## src/rtl/axil_write_arbiter_if.sv

```systemverilog
// Bundle of the two requester-side write ports and the shared slave-side port.
// Requester i occupies slice i of every packed S_* vector.
interface axil_write_arbiter_if #(
  parameter int ADDR_W = 32,
  parameter int DATA_W = 32
);
  localparam int STRB_W = DATA_W / 8;

  logic [1:0]          S_AWVALID;
  logic [1:0]          S_AWREADY;
  logic [2*ADDR_W-1:0] S_AWADDR;
  logic [5:0]          S_AWPROT;
  logic [1:0]          S_WVALID;
  logic [1:0]          S_WREADY;
  logic [2*DATA_W-1:0] S_WDATA;
  logic [2*STRB_W-1:0] S_WSTRB;
  logic [1:0]          S_BVALID;
  logic [1:0]          S_BREADY;
  logic [3:0]          S_BRESP;

  logic                M_AWVALID;
  logic                M_AWREADY;
  logic [ADDR_W-1:0]   M_AWADDR;
  logic [2:0]          M_AWPROT;
  logic                M_WVALID;
  logic                M_WREADY;
  logic [DATA_W-1:0]   M_WDATA;
  logic [STRB_W-1:0]   M_WSTRB;
  logic                M_BVALID;
  logic                M_BREADY;
  logic [1:0]          M_BRESP;

  logic [1:0]          GRANT;
  logic                BUSY;

  modport slave (
    input  S_AWVALID, S_AWADDR, S_AWPROT,
    input  S_WVALID, S_WDATA, S_WSTRB, S_BREADY,
    output S_AWREADY, S_WREADY, S_BVALID, S_BRESP,
    input  M_AWREADY, M_WREADY, M_BVALID, M_BRESP,
    output M_AWVALID, M_AWADDR, M_AWPROT,
    output M_WVALID, M_WDATA, M_WSTRB, M_BREADY,
    output GRANT, BUSY
  );

  modport master (
    output S_AWVALID, S_AWADDR, S_AWPROT,
    output S_WVALID, S_WDATA, S_WSTRB, S_BREADY,
    input  S_AWREADY, S_WREADY, S_BVALID, S_BRESP,
    output M_AWREADY, M_WREADY, M_BVALID, M_BRESP,
    input  M_AWVALID, M_AWADDR, M_AWPROT,
    input  M_WVALID, M_WDATA, M_WSTRB, M_BREADY,
    input  GRANT, BUSY
  );
endinterface

```

## src/rtl/axil_write_arbiter.sv

```systemverilog
// Round-robin arbiter serializing AXI4-Lite write transactions from two
// requesters onto one slave write port; B is routed back to the owner.
module axil_write_arbiter #(
  parameter int ADDR_W = 32,
  parameter int DATA_W = 32
) (
  input  logic ACLK,
  input  logic ARESETn,
  axil_write_arbiter_if.slave bus
);
  localparam int STRB_W = DATA_W / 8;

  typedef enum logic [1:0] {
    IDLE      = 2'd0,
    ADDR_DATA = 2'd1,
    RESP      = 2'd2
  } state_t;

  state_t state_q, state_d;
  logic   g_q, g_d;
  logic   last_q, last_d;
  logic   aw_done_q, aw_done_d;
  logic   w_done_q, w_done_d;

  logic [1:0] s_awready, s_wready, s_bvalid;
  logic [3:0] s_bresp;
  logic       m_awvalid, m_wvalid, m_bready;
  logic       aw_hs, w_hs, busy;

  always_ff @(posedge ACLK or negedge ARESETn) begin
    if (!ARESETn) begin
      state_q   <= IDLE;
      g_q       <= 1'b0;
      last_q    <= 1'b1;
      aw_done_q <= 1'b0;
      w_done_q  <= 1'b0;
    end else begin
      state_q   <= state_d;
      g_q       <= g_d;
      last_q    <= last_d;
      aw_done_q <= aw_done_d;
      w_done_q  <= w_done_d;
    end
  end

  always_comb begin
    state_d   = state_q;
    g_d       = g_q;
    last_d    = last_q;
    aw_done_d = aw_done_q;
    w_done_d  = w_done_q;
    s_awready = '0;
    s_wready  = '0;
    s_bvalid  = '0;
    s_bresp   = '0;
    m_awvalid = 1'b0;
    m_wvalid  = 1'b0;
    m_bready  = 1'b0;
    aw_hs     = 1'b0;
    w_hs      = 1'b0;
    unique case (state_q)
      IDLE: begin
        // Only AWVALID requests; on a tie the requester not served last wins.
        if (|bus.S_AWVALID) begin
          g_d       = (&bus.S_AWVALID) ? ~last_q : bus.S_AWVALID[1];
          aw_done_d = 1'b0;
          w_done_d  = 1'b0;
          state_d   = ADDR_DATA;
        end
      end
      ADDR_DATA: begin
        m_awvalid      = bus.S_AWVALID[g_q] & ~aw_done_q;
        s_awready[g_q] = bus.M_AWREADY & ~aw_done_q;
        m_wvalid       = bus.S_WVALID[g_q] & ~w_done_q;
        s_wready[g_q]  = bus.M_WREADY & ~w_done_q;
        aw_hs          = m_awvalid & bus.M_AWREADY;
        w_hs           = m_wvalid & bus.M_WREADY;
        aw_done_d      = aw_done_q | aw_hs;
        w_done_d       = w_done_q | w_hs;
        if (aw_done_d && w_done_d) begin
          state_d = RESP;
        end
      end
      RESP: begin
        s_bvalid[g_q] = bus.M_BVALID;
        m_bready      = bus.S_BREADY[g_q];
        s_bresp       = {2{bus.M_BRESP}};
        if (bus.M_BVALID && m_bready) begin
          last_d  = g_q;
          state_d = IDLE;
        end
      end
      default: state_d = IDLE;
    endcase
  end

  assign busy = (state_q != IDLE);

  assign bus.S_AWREADY = s_awready;
  assign bus.S_WREADY  = s_wready;
  assign bus.S_BVALID  = s_bvalid;
  assign bus.S_BRESP   = s_bresp;
  assign bus.M_AWVALID = m_awvalid;
  assign bus.M_WVALID  = m_wvalid;
  assign bus.M_BREADY  = m_bready;
  assign bus.BUSY      = busy;
  assign bus.GRANT     = busy ? {g_q, ~g_q} : 2'b00;

  assign bus.M_AWADDR =
    !busy ? '0 :
    g_q   ? bus.S_AWADDR[2*ADDR_W-1:ADDR_W] :
            bus.S_AWADDR[ADDR_W-1:0];
  assign bus.M_AWPROT =
    !busy ? '0 :
    g_q   ? bus.S_AWPROT[5:3] :
            bus.S_AWPROT[2:0];
  assign bus.M_WDATA =
    !busy ? '0 :
    g_q   ? bus.S_WDATA[2*DATA_W-1:DATA_W] :
            bus.S_WDATA[DATA_W-1:0];
  assign bus.M_WSTRB =
    !busy ? '0 :
    g_q   ? bus.S_WSTRB[2*STRB_W-1:STRB_W] :
            bus.S_WSTRB[STRB_W-1:0];
endmodule

```

## src/flat_wrapper.sv

```systemverilog
// flat-port wrapper written by rule: the top's interface ports become plain ports
module axil_write_arbiter_flat 
#(
  parameter int ADDR_W = 32,
  parameter int DATA_W = 32
)
  (ACLK, ARESETn, bus_S_AWVALID, bus_S_AWADDR, bus_S_AWPROT, bus_S_WVALID, bus_S_WDATA, bus_S_WSTRB, bus_S_BREADY, bus_S_AWREADY, bus_S_WREADY, bus_S_BVALID, bus_S_BRESP, bus_M_AWREADY, bus_M_WREADY, bus_M_BVALID, bus_M_BRESP, bus_M_AWVALID, bus_M_AWADDR, bus_M_AWPROT, bus_M_WVALID, bus_M_WDATA, bus_M_WSTRB, bus_M_BREADY, bus_GRANT, bus_BUSY);
  axil_write_arbiter_if #(.ADDR_W(ADDR_W), .DATA_W(DATA_W)) bus_i ();
  input  logic ACLK;
  input  logic ARESETn;
  input wire logic [$bits(bus_i.S_AWVALID)-1:0] bus_S_AWVALID;
  input wire logic [$bits(bus_i.S_AWADDR)-1:0] bus_S_AWADDR;
  input wire logic [$bits(bus_i.S_AWPROT)-1:0] bus_S_AWPROT;
  input wire logic [$bits(bus_i.S_WVALID)-1:0] bus_S_WVALID;
  input wire logic [$bits(bus_i.S_WDATA)-1:0] bus_S_WDATA;
  input wire logic [$bits(bus_i.S_WSTRB)-1:0] bus_S_WSTRB;
  input wire logic [$bits(bus_i.S_BREADY)-1:0] bus_S_BREADY;
  output wire logic [$bits(bus_i.S_AWREADY)-1:0] bus_S_AWREADY;
  output wire logic [$bits(bus_i.S_WREADY)-1:0] bus_S_WREADY;
  output wire logic [$bits(bus_i.S_BVALID)-1:0] bus_S_BVALID;
  output wire logic [$bits(bus_i.S_BRESP)-1:0] bus_S_BRESP;
  input wire logic [$bits(bus_i.M_AWREADY)-1:0] bus_M_AWREADY;
  input wire logic [$bits(bus_i.M_WREADY)-1:0] bus_M_WREADY;
  input wire logic [$bits(bus_i.M_BVALID)-1:0] bus_M_BVALID;
  input wire logic [$bits(bus_i.M_BRESP)-1:0] bus_M_BRESP;
  output wire logic [$bits(bus_i.M_AWVALID)-1:0] bus_M_AWVALID;
  output wire logic [$bits(bus_i.M_AWADDR)-1:0] bus_M_AWADDR;
  output wire logic [$bits(bus_i.M_AWPROT)-1:0] bus_M_AWPROT;
  output wire logic [$bits(bus_i.M_WVALID)-1:0] bus_M_WVALID;
  output wire logic [$bits(bus_i.M_WDATA)-1:0] bus_M_WDATA;
  output wire logic [$bits(bus_i.M_WSTRB)-1:0] bus_M_WSTRB;
  output wire logic [$bits(bus_i.M_BREADY)-1:0] bus_M_BREADY;
  output wire logic [$bits(bus_i.GRANT)-1:0] bus_GRANT;
  output wire logic [$bits(bus_i.BUSY)-1:0] bus_BUSY;
  assign bus_i.S_AWVALID = bus_S_AWVALID;
  assign bus_i.S_AWADDR = bus_S_AWADDR;
  assign bus_i.S_AWPROT = bus_S_AWPROT;
  assign bus_i.S_WVALID = bus_S_WVALID;
  assign bus_i.S_WDATA = bus_S_WDATA;
  assign bus_i.S_WSTRB = bus_S_WSTRB;
  assign bus_i.S_BREADY = bus_S_BREADY;
  assign bus_S_AWREADY = bus_i.S_AWREADY;
  assign bus_S_WREADY = bus_i.S_WREADY;
  assign bus_S_BVALID = bus_i.S_BVALID;
  assign bus_S_BRESP = bus_i.S_BRESP;
  assign bus_i.M_AWREADY = bus_M_AWREADY;
  assign bus_i.M_WREADY = bus_M_WREADY;
  assign bus_i.M_BVALID = bus_M_BVALID;
  assign bus_i.M_BRESP = bus_M_BRESP;
  assign bus_M_AWVALID = bus_i.M_AWVALID;
  assign bus_M_AWADDR = bus_i.M_AWADDR;
  assign bus_M_AWPROT = bus_i.M_AWPROT;
  assign bus_M_WVALID = bus_i.M_WVALID;
  assign bus_M_WDATA = bus_i.M_WDATA;
  assign bus_M_WSTRB = bus_i.M_WSTRB;
  assign bus_M_BREADY = bus_i.M_BREADY;
  assign bus_GRANT = bus_i.GRANT;
  assign bus_BUSY = bus_i.BUSY;
  axil_write_arbiter #(.ADDR_W(ADDR_W), .DATA_W(DATA_W)) u_core (.ACLK(ACLK), .ARESETn(ARESETn), .bus(bus_i));
endmodule
```

## config.mk

```make
export PLATFORM = sky130hd
export DESIGN_NAME = axil_write_arbiter_flat
export DESIGN_NICKNAME = d
export VERILOG_FILES = /design/src/rtl/axil_write_arbiter_if.sv /design/src/rtl/axil_write_arbiter.sv /design/src/flat_wrapper.sv
export SDC_FILE = /design/constraint.sdc
export NUM_CORES = 1
export LEC_CHECK = 0
export CORE_MARGIN = 10
export CORE_UTILIZATION = 25
export CTS_CLUSTER_DIAMETER = 80
export CTS_CLUSTER_SIZE = 14
export DETAILED_ROUTE_END_ITERATION = 8
export GPL_TIMING_DRIVEN = 0
export PLACE_DENSITY = 0.87
export SLEW_MARGIN = 20
export SYNTH_ARGS = -nofsm -noshare
export SYNTH_HDL_FRONTEND = slang
export SYNTH_SLANG_ARGS = --single-unit
```

## constraint.sdc

```tcl
create_clock -name ACLK -period 3.67 [get_ports ACLK]
set_clock_uncertainty 0.15 [all_clocks]
set_input_delay 0.734 -clock ACLK [delete_from_list [all_inputs] [get_ports ACLK]]
set_output_delay 0.734 -clock ACLK [all_outputs]
set_load 0.01 [all_outputs]
```

### Word-level counts from Yosys, hierarchy flattened

Index checks and enable logic that the tools add are counted.
Widths: inputs -> output; s select.

* output and inout bits: 87
* input bits: 155
* flip-flop bits (word level): 6
* word-level logic and storage cells: 71

* eq/ne operators: 5
* bitwise logic cells: 15
* reductions and logical operators: 12
* multiplexer cells: 32
* $lt $le $gt $ge: 2

Operators by type and width (number)
* $mux 32: 4
* $mux 2: 7
* $mux 1: 12
* $mux 4: 3
* $reduce_and 2->1: 4
* $and 1x1->1: 6
* $and 2x2->2: 3
* $mux 3: 2
* $ne 2x1->1 const B: 3
* $pmux 2 s3: 1
* $not 1->1: 4
* $pmux 1 s2: 2
* $reduce_bool 2->1: 2
* $logic_and 1x1->1: 3
* $reduce_and 3->1: 1
* $eq 2x1->1 const B: 1
* $eq 2x2->1 const B: 1
* $logic_not 2->1: 1
* $lt 1x2->1 const B: 1
* $or 1x1->1: 2
* $reduce_or 2->1: 1
* $demux 1 s1: 1
* $ge 1x1->1 const B: 1

### Depth between registers and ports, before layout

* word-level depth: 8
* depth in mapped cells: 5
* mapped depth without buffers: 3

### Least setup slack after synthesis

Ideal clock, no wire load.

* kind: in2out
* start point: input port bus_S_AWVALID[1]
* end point: output port bus_M_AWVALID
* data required time: 2786 ps
* cell stages on the path: 2
* arrival: 1229 ps
* setup slack: 1557 ps
* path buffers: 0
* path through: mux2_1 -> and2_1

* word-level cells in the longest chain between the ends: 4

Ends and longest elaborated chain
* start: declaration: RTL line flat_wrapper.sv:11 `input wire logic [$bits(bus_i.S_AWVALID)-1:0] bus_S_AWVALID;`
* $mux 1 (implied by the code) (2 in a row): RTL line axil_write_arbiter.sv:72 `m_awvalid = bus.S_AWVALID[g_q] & ~aw_done_q;`
* $and 1x1->1: RTL line axil_write_arbiter.sv:72
* $mux 1: RTL line axil_write_arbiter.sv:61 `unique case (state_q)`
* end: declaration: RTL line flat_wrapper.sv:26 `output wire logic [$bits(bus_i.M_AWVALID)-1:0] bus_M_AWVALID;`

No other way between the ends. The select of a mux whose other input is x is not followed.

### Final worst setup path

Same ends and word-level chain as after synthesis.

==> qor.tcl <==
set qor(outcome) {complete, no violations}
set qor(grt_antenna_before_repair) 0
set qor(critical_path.top_delay_family) {buffers and inverters}
set qor(rr_endpoint) {u_core.state_q[0]$_DFFE_PN0P_}
set qor(globalRoute.totalOverflow) 0
set qor(synthTopCellsByArea) {sky130_fd_sc_hd__mux2i_1 46%, sky130_fd_sc_hd__nor2_1 18%, sky130_fd_sc_hd__dfrtp_1 8.0%}
set qor(fp-row-count) 28
set qor(finalCriticalPeriod_ps) 3080
set qor(syn_inst) 215
set qor(final_util) 0.687
set qor(yosys.cell_count.top_type) {sky130_fd_sc_hd__nor2_1}
set qor(max-cap-violations) 0
set qor(drt_wl_total_um) 10200
set qor(core_area_mm2) 0.00599
set qor(tightestPinTransition_ps) 485
set qor(power.sequential.fraction) 0.048
set qor(post_cts_repair_resize_count) 0
set qor(max_freq_mhz) 324
set qor(post-cts-setup-buffers) 0
set qor(drive_gt1_frac) 0.0500
set qor(critical_path.cell_chain) {clkdlybuf4s50_1 > mux2_1 > and2_1 > clkdlybuf4s50_1}
set qor(cts.reportedPaths.clkPinSlew_ps) 40
set qor(grt_use_total) 0.189
set qor(synth_area_mm2) 0.00156
set qor(reg2reg_depth) 3
set qor(worst_path_most_repeated_cell) {sky130_fd_sc_hd__clkdlybuf4s50_1}
set qor(grt_setup_unrepaired) {false}
set qor(nets) 616
set qor(worst-endpoint-required_ps) 2790
set qor(leakage_power_uw) 0.00187
set qor(wl_met3_um) 1180
set qor(setup_viol) 0
set qor(drt_iter0_drc) 72
set qor(buffer_type_at_the_clock_tree_root) {sky130_fd_sc_hd__clkbuf_8}
set qor(worst_hold_slack_ps) 395
set qor(r2r_slack_ps) 2250
set qor(n_antenna_cell) 0
set qor(h_tree_lvls) 1
set qor(worstHoldPathCells) 2
set qor(type_of_the_worst_setup_path) {input pin to output port}
set qor(ys_top_cells_by_count) {77 x sky130_fd_sc_hd__nor2_1, 72 x sky130_fd_sc_hd__mux2i_1, 9 x sky130_fd_sc_hd__buf_4}
set qor(gp_congestion) 0.904
set qor(routed_via_density) 4.64
set qor(hold_path_class) {flop to flop}
set qor(cts_inserted_buffers) 3
set qor(synth_top_cell_by_area) {sky130_fd_sc_hd__mux2i_1}
set qor(worstPathArrival_ps) 2200
set qor(critical_path.startpoint_type) {input pin}
set qor(setup_tns_ps) 0
set qor(holdPathEnd) {u_core.last_q$_DFFE_PN1P_}
set qor(top_layer) {met4}
set qor(critical-path-slowest-cell) {sky130_fd_sc_hd__clkdlybuf4s50_1}
set qor(design_internal_power_uw) 1470
set qor(cp_max_fo) 4
set qor(per_instance_average_area_after_synthesis_um2) 7.27
set qor(vias) 2481
set qor(cts.path.max_buffers) 2
set qor(cts_tree) {built}
set qor(finalHoldViolCount) 0
set qor(critical_path.n_buffers_inverters) 2
set qor(flop_and_latch_count_out_of_synthesis) 6
set qor(die_y_um) 99.1
set qor(synth.yosys.warnings) 0
set qor(areaGrowthSynthToFinish_pct) 163
set qor(synthFlopType) {sky130_fd_sc_hd__dfrtp_1}
set qor(place_area_mm2) 0.00407
set qor(detailed_place_hpwl_um) 8980
set qor(final.fill_count) 487
set qor(first_pass_grt_wire_length_um) 15000
set qor(postLayoutSetupSlackWorst_ps) 587
set qor(irDropWorstVdd_v) 0.000408
set qor(detailroute.wirelength.met2_um) 5290
set qor(maxSlewHeadroom) 0.676
set qor(placement.io_buffers) 241
set qor(antenna_left) 0
set qor(power.share.clock) 0.041
set qor(place_ws_ps) 592
set qor(layout.cell_area.non_filler_mm2) 0.00411
set qor(cts_hold_buf) 0
set qor(synth-edff-count) 0
set qor(grt_pass1_vias) 2678
set qor(period_share) 0.840
set qor(synth.yosys.seq_area_share) 0.0969
set qor(r2r_startpoint) {u_core.g_q$_DFFE_PN0P_}
set qor(pin_count) 242
set qor(delay_of_the_slowest_critical_path_stage_ps) 490
set qor(combinationalPowerShare) 0.911
set qor(num_clock_sinks) 6
set qor(synth.lib_cells_used.distinct) 26
set qor(finalMaxSlewViolations) 0
set qor(p_switching_uw) 1110
set qor(drcViolationCount) 0
set qor(synthDominantCellAreaShare) 0.461
set qor(die_area_mm2) 0.00981
set qor(launch_instance_of_the_worst_min_delay_path) {u_core.last_q$_DFFE_PN1P_}
set qor(synth-async-reset-ratio) 1.00
set qor(sw_frac_of_total) 0.431
set qor(synth_nets) 370
set qor(average_wire_length_per_cell_after_detail_routing_um) 19.0
set qor(firstDrtPassIters) 5
set qor(start_util) 0.261
set qor(die-width_um) 99.1
set qor(grt_start_max_net_pins) 11
set qor(worst_setup_path_end_kind) {output port}
set qor(wirelength_met1_um) 3700
set qor(insertion_delay_ps) 230
set qor(power_per_cell_area_mw_per_mm2) 628
[per-layer routing]
metal / vias to the layer above / track usage
met2: 159 / 0.351
met4: 0 / 0.0287
met1: 1099 / 0.193
met3: 2 / 0.0824
met5: - / 0
li1: 1221 / -
[worst reg2reg max path: stages, from the launching register on]
cell and delay [ps]:
sky130_fd_sc_hd__dfrtp_1 410, sky130_fd_sc_hd__mux2_2 390, sky130_fd_sc_hd__a21oi_1 240, sky130_fd_sc_hd__o311a_1 180
[power by group through the flow]
stage	clock network, µW	logic (µW)	registers (µW)
floorplan	0	1160	113
global placement	0	2340	120
detailed placement	0	2370	123
CTS	107	2390	122
global route	112	2520	126
finish	107	2350	124
[cell usage in the layout, fill, tap and decap left out, types with 2 or more instances in the layout]
cell type | Yosys | routed
sky130_fd_sc_hd__dfrtp_1 | 5 | 5
sky130_fd_sc_hd__clkbuf_1 | 2 | 3
sky130_fd_sc_hd__and2_1 | 5 | 5
sky130_fd_sc_hd__nor2_1 | 77 | 77
sky130_fd_sc_hd__a21oi_1 | 5 | 5
sky130_fd_sc_hd__nand2_1 | 4 | 4
sky130_fd_sc_hd__clkdlybuf4s50_1 | 0 | 241
sky130_fd_sc_hd__buf_4 | 9 | 9
sky130_fd_sc_hd__o21ai_0 | 4 | 4
sky130_fd_sc_hd__buf_6 | 7 | 7
sky130_fd_sc_hd__a31oi_1 | 4 | 4
sky130_fd_sc_hd__mux2i_1 | 72 | 72
sky130_fd_sc_hd__and3_1 | 3 | 3
sky130_fd_sc_hd__clkbuf_8 | 0 | 3
sky130_fd_sc_hd__nor3b_1 | 2 | 2
sky130_fd_sc_hd__inv_1 | 4 | 4
[cells by family (layout without fill, tap and decap cells)]
| family | count (synthesis) | after routing | synth area share |
|---|---|---|---|
| buffers and inverters | 24 | 269 | 0.114 |
| AOI/OAI and AO/OA | 15 | 15 | 0.0560 |
| DFF | 6 | 6 | 0.0969 |
| and+or+nand+nor | 96 | 96 | 0.257 |
| muxes | 74 | 74 | 0.476 |
[metrics by stage]
step | instances | power (µW)
floorplan | 215 | 1280
global placement | 531 | 2460
detailed placement | 531 | 2500
CTS | 535 | 2610
global route | 535 | 2760
finish | 535 | 2580
[sequential cells by signal, summed over array words and instances (netlist names)]
name	count
u_core.g_q	1
u_core.w_done_q	1
u_core.aw_done_q	1
u_core.last_q	1
u_core.state_q	2
[worst max path at each step]
| stage | cells past startpoint | from | end |
|---|---|---|---|
| after global placement | 4 | bus_S_AWVALID[1] | bus_M_AWVALID |
| after detailed placement | 4 | bus_S_AWVALID[1] | bus_M_AWVALID |
| after floorplan | 2 | bus_S_AWVALID[1] | bus_M_AWVALID |
| after global routing | 4 | bus_S_AWVALID[1] | bus_M_AWVALID |
| after CTS | 4 | bus_S_AWVALID[1] | bus_M_AWVALID |
| final | 4 | bus_S_AWVALID[1] | bus_M_AWVALID |
[final cells by class]
type / instances / area, µm² / area share
multi-input cells: 185 / 1230 / 0.300
well taps: 75 / 93.8 / 0.0228
repair buffers: 241 / 2410 / 0.586
clock buffers: 4 / 45.0 / 0.0109
flip-flops and latches: 6 / 151 / 0.0368
inverters: 4 / 15.0 / 0.00365
plain buffers: 20 / 164 / 0.0398
No activity file was read; power rests on OpenSTA's default activity.
